<file path="src/rtl/uart_rx_frame_sampler.sv">
// uart_rx_frame_sampler
//   Serial front end of the UART receiver. It synchronises the RX line and
//   finds a start bit. It then samples each bit of an LSB-first frame on the
//   oversampled baud tick. The frame is start, DATA_WIDTH data bits, an
//   optional parity bit and a stop bit. The sampled frame is handed on to
//   the error checker together with a one-clock recieved_flag.
//
//   Build option: define UART_RX_MAJORITY_EN to decide each bit by a 2-of-3
//   vote. The three samples are taken around the nominal sample point. When
//   the macro is undefined, a single sample is taken at the nominal point.
//
// Ports
//   clock          system clock
//   reset          asynchronous, active-high
//   baud_tick      one-clock enable at OVERSAMPLE x baud
//   data_tx        raw serial line, idle high, asynchronous
//   parity_type    01 odd, 10 even, 00/11 no parity bit in the frame
//   raw_data       received data, bit 0 = first data bit on the line
//   parity_bit     sampled parity bit (0 when the frame carries none)
//   start_bit      sampled start bit
//   stop_bit       sampled stop bit (0 = framing error / break)
//   recieved_flag  one-clock pulse when the frame outputs update
//   active_flag    high from START entry until IDLE re-entry
module uart_rx_frame_sampler #(
    parameter int OVERSAMPLE = 16,
    parameter int DATA_WIDTH = 8
) (
    input  logic                  clock,
    input  logic                  reset,
    input  logic                  baud_tick,
    input  logic                  data_tx,
    input  logic [1:0]            parity_type,
    output logic [DATA_WIDTH-1:0] raw_data,
    output logic                  parity_bit,
    output logic                  start_bit,
    output logic                  stop_bit,
    output logic                  recieved_flag,
    output logic                  active_flag
);
    localparam int CW = $clog2(OVERSAMPLE);
    localparam int BW = $clog2(DATA_WIDTH + 1);
`ifdef UART_RX_MAJORITY_EN
    localparam int LAG = 1;
`else
    localparam int LAG = 0;
`endif
    // The start bit is decided LAG ticks past mid-bit. Its counter restart
    // then shifts the whole bit grid by LAG. Later bits therefore decide at
    // OVERSAMPLE-1 of the shifted grid, which is the M+1 position of the
    // original grid. This avoids any cumulative drift across the frame.
    localparam logic [CW-1:0] START_PT = CW'(OVERSAMPLE / 2 - 1 + LAG);
    localparam logic [CW-1:0] BIT_PT   = CW'(OVERSAMPLE - 1);
    localparam logic [BW-1:0] LAST_BIT = BW'(DATA_WIDTH - 1);

    typedef enum logic [2:0] {S_IDLE, S_START, S_DATA, S_PARITY, S_STOP} state_t;
    state_t state, state_nx;

    logic [1:0]            sync_q;
    logic                  rx_s;
    logic [CW-1:0]         cnt;
    logic [CW-1:0]         samp_pt;
    logic                  samp_now;
    logic                  bit_val;
    logic [BW-1:0]         bit_idx;
    logic                  armed;
    logic [1:0]            ptype_q;
    logic                  has_par;
    logic [DATA_WIDTH-1:0] data_sh;
    logic                  par_sh;
    logic                  start_sh;
    logic                  start_det, start_ok, shift_en, par_en, stop_en;

    always_ff @(posedge clock or posedge reset) begin
        if (reset) sync_q <= 2'b11;
        else       sync_q <= {sync_q[0], data_tx};
    end
    assign rx_s = sync_q[1];

    assign has_par  = (ptype_q == 2'b01) || (ptype_q == 2'b10);
    assign samp_pt  = (state == S_START) ? START_PT : BIT_PT;
    assign samp_now = baud_tick && (state != S_IDLE) && (cnt == samp_pt);

`ifdef UART_RX_MAJORITY_EN
    logic maj_a, maj_b;
    always_ff @(posedge clock or posedge reset) begin
        if (reset) begin
            maj_a <= 1'b1;
            maj_b <= 1'b1;
        end else if (baud_tick) begin
            if (cnt == samp_pt - CW'(2)) maj_a <= rx_s;
            if (cnt == samp_pt - CW'(1)) maj_b <= rx_s;
        end
    end
    assign bit_val = (maj_a & maj_b) | (maj_a & rx_s) | (maj_b & rx_s);
`else
    assign bit_val = rx_s;
`endif

    // state register
    always_ff @(posedge clock or posedge reset) begin
        if (reset) state <= S_IDLE;
        else       state <= state_nx;
    end

    // next state
    always_comb begin
        state_nx = state;
        case (state)
            S_IDLE:   if (baud_tick && armed && !rx_s) state_nx = S_START;
            S_START:  if (samp_now) state_nx = bit_val ? S_IDLE : S_DATA;
            S_DATA:   if (samp_now && bit_idx == LAST_BIT)
                          state_nx = has_par ? S_PARITY : S_STOP;
            S_PARITY: if (samp_now) state_nx = S_STOP;
            S_STOP:   if (samp_now) state_nx = S_IDLE;
            default:  state_nx = S_IDLE;
        endcase
    end

    // outputs / datapath strobes
    always_comb begin
        active_flag = (state != S_IDLE);
        start_det   = (state == S_IDLE) && baud_tick && armed && !rx_s;
        start_ok    = (state == S_START) && samp_now && !bit_val;
        shift_en    = (state == S_DATA) && samp_now;
        par_en      = (state == S_PARITY) && samp_now;
        stop_en     = (state == S_STOP) && samp_now;
    end

    // The tick counter restarts on every state change and after each sample.
    // This keeps every bit period exactly OVERSAMPLE ticks long.
    always_ff @(posedge clock or posedge reset) begin
        if (reset)                               cnt <= '0;
        else if (state_nx != state || samp_now)  cnt <= '0;
        else if (baud_tick && state != S_IDLE)   cnt <= cnt + CW'(1);
    end

    always_ff @(posedge clock or posedge reset) begin
        if (reset) begin
            armed         <= 1'b0;
            ptype_q       <= 2'b00;
            bit_idx       <= '0;
            data_sh       <= '0;
            par_sh        <= 1'b0;
            start_sh      <= 1'b0;
            raw_data      <= '0;
            parity_bit    <= 1'b0;
            start_bit     <= 1'b0;
            stop_bit      <= 1'b1;
            recieved_flag <= 1'b0;
        end else begin
            recieved_flag <= stop_en;
            // Re-arming needs an idle-high line. A break held low after a
            // frame therefore cannot start a new frame.
            if (state == S_IDLE && baud_tick && rx_s) armed <= 1'b1;
            else if (stop_en)                         armed <= 1'b0;
            if (start_det) begin
                ptype_q <= parity_type;
                bit_idx <= '0;
                par_sh  <= 1'b0;
            end
            if (start_ok) start_sh <= bit_val;
            if (shift_en) begin
                data_sh <= {bit_val, data_sh[DATA_WIDTH-1:1]};
                bit_idx <= bit_idx + BW'(1);
            end
            if (par_en) par_sh <= bit_val;
            if (stop_en) begin
                raw_data   <= data_sh;
                parity_bit <= par_sh;
                start_bit  <= start_sh;
                stop_bit   <= bit_val;
            end
        end
    end
endmodule

</file>
<file path="config.mk">
export PLATFORM = sky130hd
export DESIGN_NAME = uart_rx_frame_sampler
export DESIGN_NICKNAME = d
export VERILOG_FILES = /design/src/rtl/uart_rx_frame_sampler.sv
export SDC_FILE = /design/constraint.sdc
export NUM_CORES = 1
export LEC_CHECK = 0
export ABC_AREA = 1
export CAP_MARGIN = 40
export CORE_MARGIN = 10
export CORE_UTILIZATION = 35
export CTS_CLUSTER_DIAMETER = 50
export DETAILED_ROUTE_END_ITERATION = 16
export SYNTH_ARGS = -nofsm -noshare
export SYNTH_HDL_FRONTEND = slang
export SYNTH_SLANG_ARGS = --single-unit
</file>
<file path="constraint.sdc">
create_clock -name clock -period 5.15 [get_ports clock]
set_clock_uncertainty 0.1 [all_clocks]
set_input_delay 0.515 -clock clock [delete_from_list [all_inputs] [get_ports clock]]
set_output_delay 0.515 -clock clock [all_outputs]
set_load 0.03 [all_outputs]
</file>
==> results.yml <==
run_status:
  status: "finished clean"
sta:
  maxSlewViolCount: 0
  finalHoldWorstSlack_ns: 0.2615
  finalWorstSetupSlack_ns: 2.867
  timing.final.crit_share_pct: 44.34
  report.final.hold_viol_count: 0
  worst_slew_pin_slew_ns: 0.5825
  rsz_0062_raised_after_global_routing: "false"
  maximum_clock_rate_mhz: 437.9
  final-setup-viol-count: 0
  timing.max_slew.rel_slack_pct: 61.07
  finalSetupTns_ns: 0
  final.min_clock_period_ns: 2.283
cells_and_area:
  most_common_library_cell_in_the_layout_ignoring_fill_and_taps: "sky130_fd_sc_hd__nand2_1"
  final_layout_size_suffix_gt1_share_pct: 12.32
  diodes: 0
  num-nets-final: 211
  synthToLayoutAreaGrowth_pct: 20.49
  layout.cells.most_common_list: "sky130_fd_sc_hd__nand2_1 (46), sky130_fd_sc_hd__dfrtp_1 (35), sky130_fd_sc_hd__inv_1 (22), sky130_fd_sc_hd__o21ai_0 (22), sky130_fd_sc_hd__clkdlybuf4s50_1 (18)"
  final_util_pct: 42.96
  fin_cells: 257
  layout.cell_area.non_filler_mm2: 0.002016
die:
  die_width_um: 89.14
  die_h_um: 89.14
  initial_core_util_pct: 35.65
  core_region_area_mm2: 0.004692
  num_io_pins: 19
  placementRows: 25
  design.die.area_mm2: 0.007945
placement:
  placed_cells_incl_taps: 250
  detailedPlace.worstSlack_ns: 2.727
  portBuffers: 18
  detailed_place.area_mm2: 0.001903
  routabilityCongestion: 0.7939
  dp.final_hpwl_mm: 2.194
run:
  timing.max_cap.violations: 0
drt:
  viasPerCell: 4.665
  num_vias: 1199
  wirelength_mm: 3.024
  first_iter_violations: 42
  drt_pass1_iterations: 4
  drc: 0
  detail_route.wl_per_cell_um: 11.77
  detail-route-antenna-nets: 0
yosys:
  syn-num-nets: 189
  syn_inst: 181
  netlist.area_leader.share_pct: 52.36
  synth_edf_count: 0
  synth_area_per_cell_um2: 9.242
  synth-async-reset-ratio_pct: 100.0
  synth.top_cells.by_area: "sky130_fd_sc_hd__dfrtp_1 (52%), sky130_fd_sc_hd__nand2_1 (10%), sky130_fd_sc_hd__o21ai_0 (6.6%)"
  yosysTopAreaCell: "sky130_fd_sc_hd__dfrtp_1"
  dominantRegCellSynth: "sky130_fd_sc_hd__dfrtp_1"
  seq_total_area_yosys_pct: 57.07
  ys.warnings.count: 0
  synth_cell_types: 29
  synth.cell_area_mm2: 0.001673
  ys_ff_latch: 38
power:
  leakagePower_nw: 0.9668
  total_power_uw: 757.3
  irDropWorstVdd_mv: 0.2143
  pwr_density_cell_mw_per_mm2: 375.7
clocking:
  cts_max_path_buffers: 2
  cts_made_buffers: 5
  clk_root_buffer_cell: "sky130_fd_sc_hd__clkbuf_8"
  clock_pin_slew_on_the_worst_setup_and_hold_paths_ns: 0.07
  cts_tree: "built"
  post_cts_buffers: 0
  cts-hold-fix-buffers: 0
  clk-insertion-delay-late_ns: 0.28
  clock_tree.htree_level_count: 2
  postCtsResizedCells: 0
  cts.sinks: 38
critical_path:
  critical_path.endpoint_type: "primary output"
  worst_setup_path_start_kind: "register"
  crit_arrival_ns: 1.67
  cp_data_required_time_ns: 4.53
  timing.critical_path.slowest_cell_delay_ns: 0.68
  cp_cell_sequence: "inv_2, nand2_4, clkdlybuf4s50_1"
  critical_path.slowest_cell: "sky130_fd_sc_hd__clkdlybuf4s50_1"
  worst-setup-path-type: "reg2out"
  path_max_fanout: 6
global_routing:
  grt_antenna_before_repair: 0
  gr-total-overflow: 0
  grt_pass1_wl_mm: 5.292
  grt_max_degree: 39
  vias_in_the_first_global_route: 1244
  grt_usage_pct: 8.398
min_path:
  min_path_type: "reg2reg"
## worst max-delay path: cells and delay by family, from the launching register on
family,cells,cell delay (ns)
buf+inv,2,0.78
flops,1,0.48
simple gates,1,0.12
## logic make-up (layout without fill, tap and decap cells)
group                    after synthesis  count (layout)  share of synthesized area (%)
AO/OA/AOI/OAI                         28              28                          9.050
XOR/XNOR                               4               4                          2.095
multiplexers                           1               1                         0.5984
AND/OR/NAND/NOR                       79              79                          22.59
flip-flops                            38              38                          57.07
adder cells (fa/ha/maj)                2               2                          1.496
buffers and inverters                 29              51                          7.105
## metal layers
metal | part of all wire [%] | GRT usage (%) | vias up
met5 | 0 | 0 | -
met4 | 1.7 | 3.468 | 0
met3 | 4.3 | 2.826 | 7
met2 | 47 | 13.93 | 20
met1 | 47 | 9.688 | 555
li1 | - | - | 617
## state kept, by name, summed over array words and instances, names as in the netlist
signal / flops
data_sh: 8
stop_bit: 1
start_bit: 1
armed: 1
start_sh: 1
state: 3
cnt: 4
recieved_flag: 1
parity_bit: 1
par_sh: 1
ptype_q: 2
sync_q: 2
bit_idx: 4
raw_data: 8
## area by class of cell
| cell class | instances | area [µm²] |
|---|---|---|
| Tap cell | 54 | 67.56 |
| Multi-Input combinational cell | 114 | 599.3 |
| Inverter | 25 | 93.84 |
| Sequential cell | 38 | 954.7 |
| Fill cell | 470 | 2676 |
| Clock buffer | 6 | 82.58 |
| Clock inverter | 1 | 30.03 |
| Timing Repair Buffer | 19 | 187.7 |
## where the power goes
| group | switching [mW] | internal, mW | total [mW] |
|---|---|---|---|
| Sequential | 0.0221 | 0.329 | 0.351 |
| Clock | 0.0981 | 0.155 | 0.253 |
| Combinational | 0.0961 | 0.0574 | 0.154 |
| Total | 0.216 | 0.541 | 0.757 |
## synthesized netlist by cell type (2+ instances only)
cell type,count
sky130_fd_sc_hd__ha_1,2
sky130_fd_sc_hd__nand3_1,8
sky130_fd_sc_hd__nand2_4,2
sky130_fd_sc_hd__inv_2,3
sky130_fd_sc_hd__inv_1,22
sky130_fd_sc_hd__o21ai_0,22
sky130_fd_sc_hd__xor2_1,3
sky130_fd_sc_hd__dfrtp_1,35
sky130_fd_sc_hd__buf_2,2
sky130_fd_sc_hd__nor2_1,10
sky130_fd_sc_hd__nor3_1,4
sky130_fd_sc_hd__nand2_1,46
sky130_fd_sc_hd__nand3_2,3
sky130_fd_sc_hd__a21oi_1,2
sky130_fd_sc_hd__dfstp_2,3
## final timing paths
check                               startpoint                      to  slack, ns  cells after the start
max                         state[2]$_DFF_PP0_             active_flag       2.87                      3
min                        sync_q[0]$_DFF_PP1_     sync_q[1]$_DFF_PP1_       0.26                      0
max reg2reg                 state[2]$_DFF_PP0_       armed$_DFFE_PP0P_       3.16                      7
min reg2reg                sync_q[0]$_DFF_PP1_     sync_q[1]$_DFF_PP1_       0.26                      0
max in group asynchronous                reset     sync_q[1]$_DFF_PP1_       4.05                      3
min in group asynchronous                reset  bit_idx[3]$_DFFE_PP0P_       0.55                      3
No activity file was read; power rests on OpenSTA's default activity.
